**src/rtl/riscv_pkg.sv**
```systemverilog
// Shared widths, arbiter state encoding and starvation defaults for the
// data-memory path.
package riscv_pkg;

  localparam int ALEN = 32;
  localparam int XLEN = 32;

  // Default number of consecutive denied cycles before M1 is forced to win.
  localparam int STARVE_LIMIT_DEFAULT = 4;
  // Width of the starvation counter; STARVE_LIMIT must fit in it.
  localparam int STARVE_CW = 8;

  typedef enum logic [0:0] {
    ARB    = 1'b0,
    LOCKED = 1'b1
  } arb_state_t;

endpackage

```
**src/rtl/data_mem_arbiter_if.sv**
```systemverilog
// Bundle of the two requester ports and the data-memory side of the arbiter.
//
// Handshake: a port presents req with stable we/funct3/addr/wdata (and lock on
// M1) until the cycle it sees gnt; req && gnt in one cycle is the accept.
// Reads answer with rvalid for exactly one cycle, one cycle after the accept;
// rdata keeps its last value otherwise. There is no backpressure on responses.
interface data_mem_arbiter_if;
  import riscv_pkg::*;

  logic            m0_req;
  logic            m0_we;
  logic [2:0]      m0_funct3;
  logic [ALEN-1:0] m0_addr;
  logic [XLEN-1:0] m0_wdata;
  logic            m0_gnt;
  logic            m0_rvalid;
  logic [XLEN-1:0] m0_rdata;

  logic            m1_req;
  logic            m1_we;
  logic [2:0]      m1_funct3;
  logic [ALEN-1:0] m1_addr;
  logic [XLEN-1:0] m1_wdata;
  logic            m1_lock;
  logic            m1_gnt;
  logic            m1_rvalid;
  logic [XLEN-1:0] m1_rdata;

  logic            mem_we;
  logic [2:0]      mem_funct3;
  logic [ALEN-1:0] mem_addr;
  logic [XLEN-1:0] mem_wdata;
  logic [XLEN-1:0] mem_rdata;

  // Arbiter side.
  modport slave (
    input  m0_req, m0_we, m0_funct3, m0_addr, m0_wdata,
    output m0_gnt, m0_rvalid, m0_rdata,
    input  m1_req, m1_we, m1_funct3, m1_addr, m1_wdata, m1_lock,
    output m1_gnt, m1_rvalid, m1_rdata,
    output mem_we, mem_funct3, mem_addr, mem_wdata,
    input  mem_rdata
  );

  // Requesters plus memory side.
  modport master (
    output m0_req, m0_we, m0_funct3, m0_addr, m0_wdata,
    input  m0_gnt, m0_rvalid, m0_rdata,
    output m1_req, m1_we, m1_funct3, m1_addr, m1_wdata, m1_lock,
    input  m1_gnt, m1_rvalid, m1_rdata,
    input  mem_we, mem_funct3, mem_addr, mem_wdata,
    output mem_rdata
  );

endinterface

```
**src/rtl/arb_starve_counter.sv**
```systemverilog
// Saturating count of consecutive cycles M1 has been left waiting.
module arb_starve_counter #(
  parameter int LIMIT = 4,
  parameter int CW    = 8
) (
  input  logic          clk,
  input  logic          rst,
  input  logic          inc,
  input  logic          clr,
  output logic [CW-1:0] cnt,
  output logic          at_limit
);

  assign at_limit = (cnt == CW'(LIMIT));

  // Clear wins over increment; the count sticks once it reaches LIMIT.
  always_ff @(posedge clk) begin
    if (rst || clr) begin
      cnt <= '0;
    end else if (inc && !at_limit) begin
      cnt <= cnt + CW'(1);
    end
  end

endmodule

```
**src/rtl/data_mem_arbiter.sv**
```systemverilog
// Two-port arbiter in front of the data memory: M0 (CPU load/store) normally
// wins, M1 (loader/debug) gets a forced win after STARVE_LIMIT denied cycles
// and may hold the memory with m1_lock. Addresses pass through untouched.
module data_mem_arbiter
  import riscv_pkg::*;
#(
  parameter int STARVE_LIMIT = STARVE_LIMIT_DEFAULT
) (
  input  logic                 clk,
  input  logic                 rst,
  data_mem_arbiter_if.slave    bus,
  output arb_state_t           dbg_state,
  output logic [STARVE_CW-1:0] dbg_starve_cnt
);

  arb_state_t           state;
  logic                 gnt0;
  logic                 gnt1;
  logic                 lock_hold;
  logic                 starve_inc;
  logic                 at_limit;
  logic [STARVE_CW-1:0] starve_cnt;
  logic                 rsp_vld;
  logic                 rsp_m1;
  logic [XLEN-1:0]      rdata0_q;
  logic [XLEN-1:0]      rdata1_q;

  // M1 keeps the memory while it is locked and still asking with lock set.
  assign lock_hold = (state == LOCKED) && bus.m1_req && bus.m1_lock;

  // Grant selection: locked owner first, then M0 priority unless M1 is starved.
  always_comb begin
    gnt0 = 1'b0;
    gnt1 = 1'b0;
    if (!rst) begin
      if (lock_hold) begin
        gnt1 = 1'b1;
      end else if (bus.m0_req && bus.m1_req) begin
        if (at_limit) gnt1 = 1'b1;
        else          gnt0 = 1'b1;
      end else begin
        gnt0 = bus.m0_req;
        gnt1 = bus.m1_req;
      end
    end
  end

  assign bus.m0_gnt = gnt0;
  assign bus.m1_gnt = gnt1;

  // Memory command mux; M0's fields are parked on the bus when idle.
  assign bus.mem_we     = gnt1 ? bus.m1_we     : (gnt0 & bus.m0_we);
  assign bus.mem_funct3 = gnt1 ? bus.m1_funct3 : bus.m0_funct3;
  assign bus.mem_addr   = gnt1 ? bus.m1_addr   : bus.m0_addr;
  assign bus.mem_wdata  = gnt1 ? bus.m1_wdata  : bus.m0_wdata;

  // Any cycle M1 is not waiting (idle or granted) resets its starvation count.
  assign starve_inc = bus.m1_req && !gnt1;

  arb_starve_counter #(
    .LIMIT (STARVE_LIMIT),
    .CW    (STARVE_CW)
  ) u_starve (
    .clk      (clk),
    .rst      (rst),
    .inc      (starve_inc),
    .clr      (!starve_inc),
    .cnt      (starve_cnt),
    .at_limit (at_limit)
  );

  // Ownership FSM plus the one-cycle read response path with its port tag.
  always_ff @(posedge clk) begin
    if (rst) begin
      state    <= ARB;
      rsp_vld  <= 1'b0;
      rsp_m1   <= 1'b0;
      rdata0_q <= '0;
      rdata1_q <= '0;
    end else begin
      case (state)
        ARB:     if (gnt1 && bus.m1_lock) state <= LOCKED;
        LOCKED:  if (!(bus.m1_req && bus.m1_lock)) state <= ARB;
        default: state <= ARB;
      endcase
      rsp_vld <= (gnt0 && !bus.m0_we) || (gnt1 && !bus.m1_we);
      rsp_m1  <= gnt1;
      if (gnt0 && !bus.m0_we) rdata0_q <= bus.mem_rdata;
      if (gnt1 && !bus.m1_we) rdata1_q <= bus.mem_rdata;
    end
  end

  assign bus.m0_rvalid = rsp_vld && !rsp_m1;
  assign bus.m1_rvalid = rsp_vld && rsp_m1;
  assign bus.m0_rdata  = rdata0_q;
  assign bus.m1_rdata  = rdata1_q;

  assign dbg_state      = state;
  assign dbg_starve_cnt = starve_cnt;

endmodule

```
**src/flat_wrapper.sv**
```systemverilog
// flat-port wrapper written by rule: the top's interface ports become plain ports
module data_mem_arbiter_flat import riscv_pkg::*;
#(
  parameter int STARVE_LIMIT = STARVE_LIMIT_DEFAULT
)
  (clk, rst, dbg_state, dbg_starve_cnt, bus_m0_req, bus_m0_we, bus_m0_funct3, bus_m0_addr, bus_m0_wdata, bus_m0_gnt, bus_m0_rvalid, bus_m0_rdata, bus_m1_req, bus_m1_we, bus_m1_funct3, bus_m1_addr, bus_m1_wdata, bus_m1_lock, bus_m1_gnt, bus_m1_rvalid, bus_m1_rdata, bus_mem_we, bus_mem_funct3, bus_mem_addr, bus_mem_wdata, bus_mem_rdata);
  data_mem_arbiter_if bus_i ();
  input  logic clk;
  input  logic rst;
  output arb_state_t dbg_state;
  output logic [STARVE_CW-1:0] dbg_starve_cnt;
  input wire logic [$bits(bus_i.m0_req)-1:0] bus_m0_req;
  input wire logic [$bits(bus_i.m0_we)-1:0] bus_m0_we;
  input wire logic [$bits(bus_i.m0_funct3)-1:0] bus_m0_funct3;
  input wire logic [$bits(bus_i.m0_addr)-1:0] bus_m0_addr;
  input wire logic [$bits(bus_i.m0_wdata)-1:0] bus_m0_wdata;
  output wire logic [$bits(bus_i.m0_gnt)-1:0] bus_m0_gnt;
  output wire logic [$bits(bus_i.m0_rvalid)-1:0] bus_m0_rvalid;
  output wire logic [$bits(bus_i.m0_rdata)-1:0] bus_m0_rdata;
  input wire logic [$bits(bus_i.m1_req)-1:0] bus_m1_req;
  input wire logic [$bits(bus_i.m1_we)-1:0] bus_m1_we;
  input wire logic [$bits(bus_i.m1_funct3)-1:0] bus_m1_funct3;
  input wire logic [$bits(bus_i.m1_addr)-1:0] bus_m1_addr;
  input wire logic [$bits(bus_i.m1_wdata)-1:0] bus_m1_wdata;
  input wire logic [$bits(bus_i.m1_lock)-1:0] bus_m1_lock;
  output wire logic [$bits(bus_i.m1_gnt)-1:0] bus_m1_gnt;
  output wire logic [$bits(bus_i.m1_rvalid)-1:0] bus_m1_rvalid;
  output wire logic [$bits(bus_i.m1_rdata)-1:0] bus_m1_rdata;
  output wire logic [$bits(bus_i.mem_we)-1:0] bus_mem_we;
  output wire logic [$bits(bus_i.mem_funct3)-1:0] bus_mem_funct3;
  output wire logic [$bits(bus_i.mem_addr)-1:0] bus_mem_addr;
  output wire logic [$bits(bus_i.mem_wdata)-1:0] bus_mem_wdata;
  input wire logic [$bits(bus_i.mem_rdata)-1:0] bus_mem_rdata;
  assign bus_i.m0_req = bus_m0_req;
  assign bus_i.m0_we = bus_m0_we;
  assign bus_i.m0_funct3 = bus_m0_funct3;
  assign bus_i.m0_addr = bus_m0_addr;
  assign bus_i.m0_wdata = bus_m0_wdata;
  assign bus_m0_gnt = bus_i.m0_gnt;
  assign bus_m0_rvalid = bus_i.m0_rvalid;
  assign bus_m0_rdata = bus_i.m0_rdata;
  assign bus_i.m1_req = bus_m1_req;
  assign bus_i.m1_we = bus_m1_we;
  assign bus_i.m1_funct3 = bus_m1_funct3;
  assign bus_i.m1_addr = bus_m1_addr;
  assign bus_i.m1_wdata = bus_m1_wdata;
  assign bus_i.m1_lock = bus_m1_lock;
  assign bus_m1_gnt = bus_i.m1_gnt;
  assign bus_m1_rvalid = bus_i.m1_rvalid;
  assign bus_m1_rdata = bus_i.m1_rdata;
  assign bus_mem_we = bus_i.mem_we;
  assign bus_mem_funct3 = bus_i.mem_funct3;
  assign bus_mem_addr = bus_i.mem_addr;
  assign bus_mem_wdata = bus_i.mem_wdata;
  assign bus_i.mem_rdata = bus_mem_rdata;
  data_mem_arbiter #(.STARVE_LIMIT(STARVE_LIMIT)) u_core (.clk(clk), .rst(rst), .bus(bus_i), .dbg_state(dbg_state), .dbg_starve_cnt(dbg_starve_cnt));
endmodule
```
**config.mk**
```make
export PLATFORM = sky130hd
export DESIGN_NAME = data_mem_arbiter_flat
export DESIGN_NICKNAME = d
export VERILOG_FILES = /design/src/rtl/riscv_pkg.sv /design/src/rtl/data_mem_arbiter_if.sv /design/src/rtl/arb_starve_counter.sv /design/src/rtl/data_mem_arbiter.sv /design/src/flat_wrapper.sv
export SDC_FILE = /design/constraint.sdc
export NUM_CORES = 1
export LEC_CHECK = 0
export BUFFER_PORTS_ARGS = -buffer_cell sky130_fd_sc_hd__buf_2
export CAP_MARGIN = 20
export CELL_PAD_IN_SITES_DETAIL_PLACEMENT = 0
export CELL_PAD_IN_SITES_GLOBAL_PLACEMENT = 1
export CORE_MARGIN = 2
export CORE_UTILIZATION = 24
export DETAILED_ROUTE_END_ITERATION = 16
export GPL_TIMING_DRIVEN = 0
export PLACE_DENSITY = 0.83
export SLEW_MARGIN = 20
export SYNTH_ARGS = -nofsm -noshare
export SYNTH_HDL_FRONTEND = slang
export SYNTH_SLANG_ARGS = --single-unit
export TNS_END_PERCENT = 5
```
**constraint.sdc**
```tcl
create_clock -name clk -period 2.12 [get_ports clk]
set_input_delay 0.106 -clock clk [delete_from_list [all_inputs] [get_ports clk]]
set_output_delay 0.106 -clock clk [all_outputs]
set_load 0.02 [all_outputs]
```
# --- Word-level counts from Yosys, hierarchy flattened ---
# Cells that the tools add are included.
# Widths: inputs -> output; s select.
totals:
  out_inout_bits: 145
  input_bits: 173
  reg_bits: 75
  wordCells: 44
classes:
  eq_ne: 1
  reduce_logical: 19
  mux: 15
  bitwise_logic: 2
  addsub: 1
ops:
  columns: ["cell", "n"]
  rows:
  - ["$mux 32", 2]
  - ["$logic_and 1x1->1", 11]
  - ["$mux 1", 11]
  - ["$add 8x1->8 const B", 1]
  - ["$eq 8x3->1 const B", 1]
  - ["$logic_not 1->1", 6]
  - ["$mux 3", 1]
  - ["$logic_or 1x1->1", 2]
  - ["$pmux 1 s2", 1]
  - ["$and 1x1->1", 1]
  - ["$not 1->1", 1]

# --- Longest topological paths before layout ---
# Gate-level depths: netlist of the first run.
depth:
  ltp_word: 9
  mapped_depth: 8

# --- By module ---
# Synthesis of the first run repeated with hierarchy kept, for this count alone.
hier_totals:
  hier_cells: 349
  area_unflattened_um2: 3888.7
modules_own_cells:
  columns: ["module", "seq_area_each_um2", "area_each_um2", "cells_each", "n_inst"]
  rows:
  - ["data_mem_arbiter", 1341.3, 3478.3, 301, 1]
  - ["arb_starve_counter", 160.2, 410.4, 48, 1]

# --- Worst setup path after synthesis of the first run ---
# OpenSTA, ideal clock, no wires.
synth_path:
  kind: "register -> output"
  startpoint: "reg u_core.u_starve.cnt[0]"
  endpoint: "out bus_mem_addr[0]"
  setup_slack_ns: -0.073
  n_path_buf: 1
  stages_incl_launch_ff: 8
  arrival_time_ns: 2.087
  cell_sequence: "dfxtp_1 -> inv_1 -> ha_1 -> or4b_4 -> o311ai_4 -> nand2_2 -> buf_6 -> mux2_2"
synth_between:
  elab_chain_len: 6
synth_rtl:
  columns: ["item", "line", "source"]
  rows:
  - ["start: declaration", "arb_starve_counter.sv:10", "output logic [CW-1:0] cnt,"]
  - ["start signal: assignment", "arb_starve_counter.sv:21", "cnt <= cnt + CW'(1);"]
  - ["$eq 8x3->1", "arb_starve_counter.sv:14", "assign at_limit = (cnt == CW'(LIMIT));"]
  - ["$mux 1", "data_mem_arbiter.sv:39", "if (at_limit) gnt1 = 1'b1;"]
  - ["$mux 1", "data_mem_arbiter.sv:38", "end else if (bus.m0_req && bus.m1_req) begin"]
  - ["$mux 1", "data_mem_arbiter.sv:36", "if (lock_hold) begin"]
  - ["$mux 1", "data_mem_arbiter.sv:35", "if (!rst) begin"]
  - ["$mux 32", "data_mem_arbiter.sv:54", "assign bus.mem_addr = gnt1 ? bus.m1_addr : bus.m0_addr;"]
  - ["end: declaration", "flat_wrapper.sv:31", "output wire logic [$bits(bus_i.mem_addr)-1:0] bus_mem_addr;"]
# Every way passes these cells.

# --- Worst setup path in the final report of the first run ---
layout_path:
  startpoint: "reg u_core.u_starve.cnt[0]"
  endpoint: "out bus_mem_addr[10]"
# The elaborated chain is that of the path after synthesis.

==> results of run 1 <==
stage by stage:
step / utilization / instance area (um2)
3_3_place_gp: 0.362 / 5730
4_1_cts: 0.411 / 6510
3_5_place_dp: 0.362 / 5730
6_report: 0.429 / 6790
2_1_floorplan: - / 3880
5_1_grt: 0.429 / 6790
power breakdown:
| group | switching (mW) | internal (mW) |
|---|---|---|
| Combinational | 0.558 | 0.505 |
| Clock | 0.601 | 0.979 |
| Sequential | 0.0296 | 1.47 |
what timing repair did:
| action | 4_1_cts | 5_1_grt |
|---|---|---|
| endpoints found under the hold margin | 0 | 1 |
| pin swaps | 3 | 2 |
| hold buffers | 0 | 1 |
| buffers inserted | 7 | 0 |
| setup endpoints to repair | 140 | 142 |
| gates cloned | 6 | 0 |
| resized for setup | 86 | 70 |
kinds of logic after synthesis:
| logic type | count (synthesis) | synth area share |
|---|---|---|
| flops | 75 | 0.388 |
| mux | 67 | 0.195 |
| xor+xnor | 5 | 0.0113 |
| compound gates | 74 | 0.168 |
| buf+inv | 44 | 0.0646 |
| fa+ha+maj | 2 | 0.00646 |
| simple gates | 97 | 0.167 |
path summary, 6_finish.rpt:
check / start / end / slack (ns) / cells after the start
max: u_core.u_starve.cnt[0] / bus_mem_addr[10] / -0.52 / 9
min: bus_m1_lock / u_core.dbg_state / 0.04 / 2
max reg2reg: u_core.u_starve.cnt[0] / u_core.bus.m1_rdata[25] / -0.20 / 9
min reg2reg: u_core.bus.m1_rdata[9] / u_core.bus.m1_rdata[9] / 0.47 / 1
worst max-delay path: cells and delay by family, from the launching register on:
kind / cells / cell delay (ns)
flops: 1 / 0.34
buf+inv: 4 / 0.56
simple gates: 2 / 0.58
mux: 1 / 0.31
fa+ha+maj: 1 / 0.14
compound gates: 1 / 0.27
layout make-up:
| type | count | share of cell area |
|---|---|---|
| multi-input cells | 246 | 0.347 |
| repair buffers | 329 | 0.294 |
| flip-flops and latches | 75 | 0.222 |
| plain buffers | 38 | 0.0466 |
| well taps | 216 | 0.0398 |
| clock buffers | 11 | 0.0372 |
| clock inverters | 5 | 0.00884 |
| inverters | 6 | 0.00405 |
| diodes | 3 | 0.00111 |
per-layer routing:
metal / wire, um / up-vias / GRT usage
li1: - / 2081 / -
met1: 6890 / 2081 / 0.211
met2: 9120 / 186 / 0.345
met3: 1600 / 25 / 0.0725
met4: 250 / 6 / 0.0488
met5: 35 / - / 0
synthesized netlist by cell type (2+ instances only):
cell type  instances
a31o_1             4
a31o_2            58
and3_1            33
buf_2              2
buf_6             11
clkbuf_1          24
dfxtp_1           75
ha_1               2
inv_1              6
mux2_2            67
nand2_1            6
nand2b_1           3
nand3_1            6
nor2_1             9
nor2b_1            2
nor3_1             3
nor4b_1           30
o211ai_1           3
o21ai_0            3
o311a_1            2
xor2_1             4
state kept, by name, indices dropped and copies added (netlist names):
register             count
u_core.bus.m0_rdata     32
u_core.bus.m1_rdata     32
u_core.dbg_state         1
u_core.rsp_m1            1
u_core.rsp_vld           1
u_core.u_starve.cnt      8
==> key figures, run 1 <==
Outcome
  – Outcome: complete, but fails checks
  – Failing checks: setup timing

Route
  – Drt first pass iters: 4
  – Post-route DRC violation count: 0
  – DRT antenna net count: 0
  – Routed wire per std cell: 19.3 um
  – Vias: 4379
  – Vias per cell: between 4 and 5
  – Final WL: 17900 um
  – DR iter-0 viols: 154

Worst setup path
  – Critical Path Sink Type: output port
  – Crit-path max FO: 6
  – Cells along the critical path: inv_2 > ha_2 > or4b_4 > o311ai_4 > buf_6 > nand2_8 > buf_12 > mux2_4 > buf_6
  – Critical Path Slowest Stage Cell: or4b_4
  – Critical Path RT: 2.01 ns
  – Arrival @ worst endpoint: 2.54 ns
  – Most frequent CP cell: buf_6
  – Slowest stage delay, CP: 0.48 ns
  – Worst setup SP type: flip-flop
  – Critical path class: reg -> out

Logic synthesis
  – Top post-synthesis cells by area: dfxtp_1, mux2_2, a31o_2
  – Post-Synthesis Cell Area: 0.00387 mm2
  – Number of synthesized register bits: between 70 and 80
  – Synth Flop Type: dfxtp_1
  – YS warnings: 0
  – Synth Net Count: between 500 and 600
  – Area leader, netlist: dfxtp_1
  – Sequential element share of the synthesized area: 0.388
  – Library cells used by synthesis: 32
  – Post-Synthesis Cells: 364
  – Synth Area per Inst: between 10 and 15 um2
  – EDFF count, synth: 0
  – Async SR Flop Fraction: 0
  – Top cell type's share of synthesized area: 0.388

Floorplanning
  – Row cnt: 46
  – I/O Pins: 318
  – DIE WIDTH: 131 um
  – Core Area: 0.0158 mm2
  – Die height: 131 um
  – Effective utilization at floorplan: 0.245
  – Die area: 0.0172 mm2

Layout
  – Layout Cells excl Fill: 929
  – Commonest cells after routing, fill and taps aside: buf_2, dfxtp_1, mux2_2
  – Final #Nets: 880
  – Commonest non-fill, non-tap cell in the layout: buf_2
  – Multi-input logic area: 0.00235 mm2
  – Share of cells above drive strength 1: 0.745
  – Seq. cell area: 0.00151 mm2
  – FILL cells: around 1600
  – Area delta synth->final: 75.4%

Clock tree
  – Sink Count: 75
  – Clock buffer count from CTS: 9
  – Clock-pin slew on the worst setup and hold paths: around 0.060 ns
  – CTS tree: yes
  – H-tree depth: 3
  – Worst-skew pair later-pin latency: between 0.3 and 0.4 ns
  – Root Driver: clkbuf_16
  – Clk buf depth: 2

Global route
  – Pin count of the biggest net entering global routing: 14
  – Initial antenna violation count: 6
  – Vias in the first global route: 4134
  – First-pass GRT wire length: 24200 um
  – GRT Total Usage: 0.191
  – Grt total ovfl: 0

Timing
  – FMAX: roughly 380 MHz
  – Post-layout minimum cycle time: 2.64 ns
  – Setup TNS: -38.58 ns
  – Max Slew Vio Count: 0
  – Slew at the pin closest to its max-slew limit: 0.926 ns
  – RSZ-0062 raised after global routing: true
  – Setup Viol. Count Final: 109
  – Ratio of final minimum period to clock period: 1.25
  – Slew HR: 0.382
  – Hold slack: between 0.04 and 0.05 ns
  – Hold Vio Cnt, Final: 0
  – Setup ws final: -0.525 ns
  – Clock Skew: 0.00692 ns

Pwr
  – Power density cells: 609 mW/mm2
  – P_leak: 3.36 nW
  – Overall power: 4.14 mW
  – Worst vdd ir: 0.000450 V

Hold path
  – Hold crit path type: in -> reg

Placed design
  – Placed Cells: 896
  – Gp weighted congestion: 0.839
  – Dpl hpwl: 14100 um
  – Setup WS pre-CTS: -0.317 ns
  – Port bufs: ~320

Run
  – Max Cap Viol: 0
No activity file was read; power rests on OpenSTA's default activity.
==> inputs of run 2 (changes only) <==
==> constraint.sdc (replaced) <==
create_clock -name clk -period 2.1 [get_ports clk]
set_input_delay 0.105 -clock clk [delete_from_list [all_inputs] [get_ports clk]]
set_output_delay 0.105 -clock clk [all_outputs]
set_load 0.02 [all_outputs]
==> run 2 against run 1 <==
Highest routed layer unchanged; global-route usage is 0.65 points higher; hold slack worse by 0.013 ns; critical path depth stayed put; non-clock buffer count stayed put; combinational power hardly changed; setup slack better by 0.050 ns; clock-buffer cell count is 2 lower; first-iteration DRC count is 17% lower; the flow still finishes with violations (setup timing); wire length is 2.6% higher.
==> key figures, run 2 (same netlist as run 1, synthesis figures left out) <==
Outcome
  – Outcome: complete, but fails checks
  – Failing checks: setup timing

Worst setup path
  – Critical Path Sink Type: output port
  – Critical path launch point: u_core.u_starve.cnt[1]
  – Slowest stage delay, CP: 0.49 ns (about the same)
  – Critical Path Slowest Stage Cell: or4b_4
  – Critical Path RT: 2.00 ns (about the same)
  – Cells along the critical path: inv_2 > ha_4 > or4b_4 > o311ai_4 > nand2_4 > buf_8 > clkbuf_16 > mux2_2 > buf_2
  – Worst setup SP type: flip-flop
  – Critical path class: reg -> out
  – Crit-path max FO: 5 (-1)
  – Arrival @ worst endpoint: 2.47 ns (-0.07 ns)
  – Worst R2R Start: u_core.u_starve.cnt[1]

Clock tree
  – Clock-pin slew on the worst setup and hold paths: 0.06 ns (about the same)
  – Root Driver: clkbuf_16
  – CTS tree: yes
  – H-tree depth: 3 (unchanged)
  – Clk buf depth: 2 (unchanged)
  – Clock buffer count from CTS: 9 (unchanged)
  – Sink Count: 75 (unchanged)
  – Worst-skew pair later-pin latency: 0.33 ns (about the same)

Route
  – DRT antenna net count: 0 (unchanged)
  – Routed wire per std cell: 19.7 um (+2.5%)
  – Drt first pass iters: 4 (unchanged)
  – Post-route DRC violation count: 0 (unchanged)
  – Final WL: 18400 um (+2.6%)
  – Vias: 4356 (-0.53%)
  – DR iter-0 viols: 128 (-17%)
  – Vias per cell: 4.68 (-0.63%)

Timing
  – Max Slew Vio Count: 0 (unchanged)
  – Ratio of final minimum period to clock period: 1.23
  – Hold Vio Cnt, Final: 0 (unchanged)
  – RSZ-0062 raised after global routing: true
  – Clock Skew: 0.00630 ns (-0.000616 ns)
  – Slew at the pin closest to its max-slew limit: 0.736 ns (-0.189 ns)
  – Setup Viol. Count Final: 110 (+0.92%)
  – FMAX: 388 MHz
  – Setup ws final: -0.475 ns (+0.0502 ns)
  – Post-layout minimum cycle time: around 2.6 ns
  – Setup TNS: -36.82 ns (+1.76 ns)
  – Slew HR: 0.509 (+0.127)

Pwr
  – Worst vdd ir: 0.000411 V (-8.7%)
  – Psw: 1.20 mW (+1.1%)
  – P_int: 3.04 mW (+2.9%)
  – Logic pwr share: 0.255 (-0.002)
  – Power density cells: 622 mW/mm2 (+2.1%)
  – Reg power frac: 0.357 (-0.004)
  – Switch share: 0.284 (-0.00366)
  – Clk pwr share: 0.389 (+0.007)
  – P_leak: 3.40 nW (+1.1%)

Floorplanning
  – Die area: 0.0172 mm2 (unchanged)
  – DIE WIDTH: 131 um (unchanged)
  – Die height: 131 um (unchanged)
  – Row cnt: 46 (unchanged)
  – Core Area: 0.0158 mm2 (unchanged)
  – Effective utilization at floorplan: 0.245 (unchanged)
  – I/O Pins: 318 (unchanged)

Global route
  – Grt total ovfl: 0 (unchanged)
  – First-pass GRT wire length: 24900 um (+2.6%)
  – Vias in the first global route: 4318 (+4.5%)
  – GRT Total Usage: 0.198 (+0.00650)
  – Initial antenna violation count: 6 (unchanged)
  – Pin count of the biggest net entering global routing: 14 (unchanged)

Placed design
  – Post-DP Area: 0.00573 mm2 (about the same)
  – Gp weighted congestion: 0.899 (+7.1%)
  – Dpl hpwl: 14700 um (+4.3%)
  – Port bufs: 316 (unchanged)

Hold path
  – Start point of the worst hold path: bus_m1_lock
  – Hold crit path type: in -> reg

Layout
  – Share of cells above drive strength 1: 0.745 (about the same)
  – Final instance area: 0.00681 mm2 (+0.33%)
  – Final #Nets: 879 (-0.11%)
  – Commonest non-fill, non-tap cell in the layout: buf_2
  – Area delta synth->final: 76.0%
  – Commonest cells after routing, fill and taps aside: buf_2, dfxtp_1, mux2_2

Run
  – Max Cap Viol: 0 (unchanged)
[run 2: repair_timing]
item	in CTS	in global routing
endpoints found under the hold margin	1	0
pin swaps	3	2
buffers inserted	7	2
cloned	1	2
hold buffers	1	0
gates resized for setup	100	58
endpoints found under the setup margin	140	139
[run 2: final timing paths]
path | slack, ns | depth (start not counted) | endpoint
max | -0.47 | 9 | bus_mem_wdata[16]
min | 0.03 | 2 | u_core.dbg_state
max reg2reg | -0.19 | 9 | u_core.bus.m1_rdata[8]
min reg2reg | 0.47 | 1 | u_core.bus.m1_rdata[10]
[run 2: routing by layer]
| layer | track usage | routed length [um] | up-vias |
|---|---|---|---|
| met1 | 0.228 | 7220 | 2064 |
| met5 | 0 | 13 | - |
| met2 | 0.346 | 9270 | 187 |
| met3 | 0.0542 | 1380 | 24 |
| met4 | 0.0795 | 478 | 2 |
| li1 | - | - | 2079 |
[run 2: cell type report]
type | count | area [um2]
diodes | 5 | 12.5
plain buffers | 38 | 329
clock buffers | 9 | 225
clock inverters | 7 | 91.3
fillers | 1591 | 9010
inverters | 6 | 22.5
multi-input cells | 245 | 2340
flip-flops and latches | 75 | 1510
well taps | 216 | 270
repair buffers | 329 | 2010
[run 2: power groups by stage]
stage | logic (mW) | registers, mW | clock network, mW
6_report | 1.08 | 1.51 | 1.65
5_1_grt | 1.14 | 1.52 | 1.75
4_1_cts | 1.02 | 1.51 | 1.69
3_5_place_dp | 0.920 | 1.55 | 0
3_3_place_gp | 0.915 | 1.54 | 0
2_1_floorplan | 0.438 | 1.61 | 0
[run 2: metrics by stage]
stage	hold WS [ns]	instances	setup slack (ns)	utilization	power, mW
after floorplan	0.217	364	0.00337	-	2.05
after global placement	0.359	896	-0.308	0.362	2.46
after detailed placement	0.356	896	-0.282	0.362	2.47
after CTS	0.0187	921	-0.567	0.413	4.22
after global routing	0.0215	929	-0.568	0.430	4.41
final	0.0313	930	-0.475	0.431	4.24
[run 2: worst max-delay path, delay by kind of cell (launching register included)]
family	cells	cell delay, ns
AOI/OAI and AO/OA	1	0.28
adders and majority gates	1	0.12
muxes	1	0.26
buffers and inverters	4	0.53
and+or+nand+nor	2	0.61
DFF	1	0.34
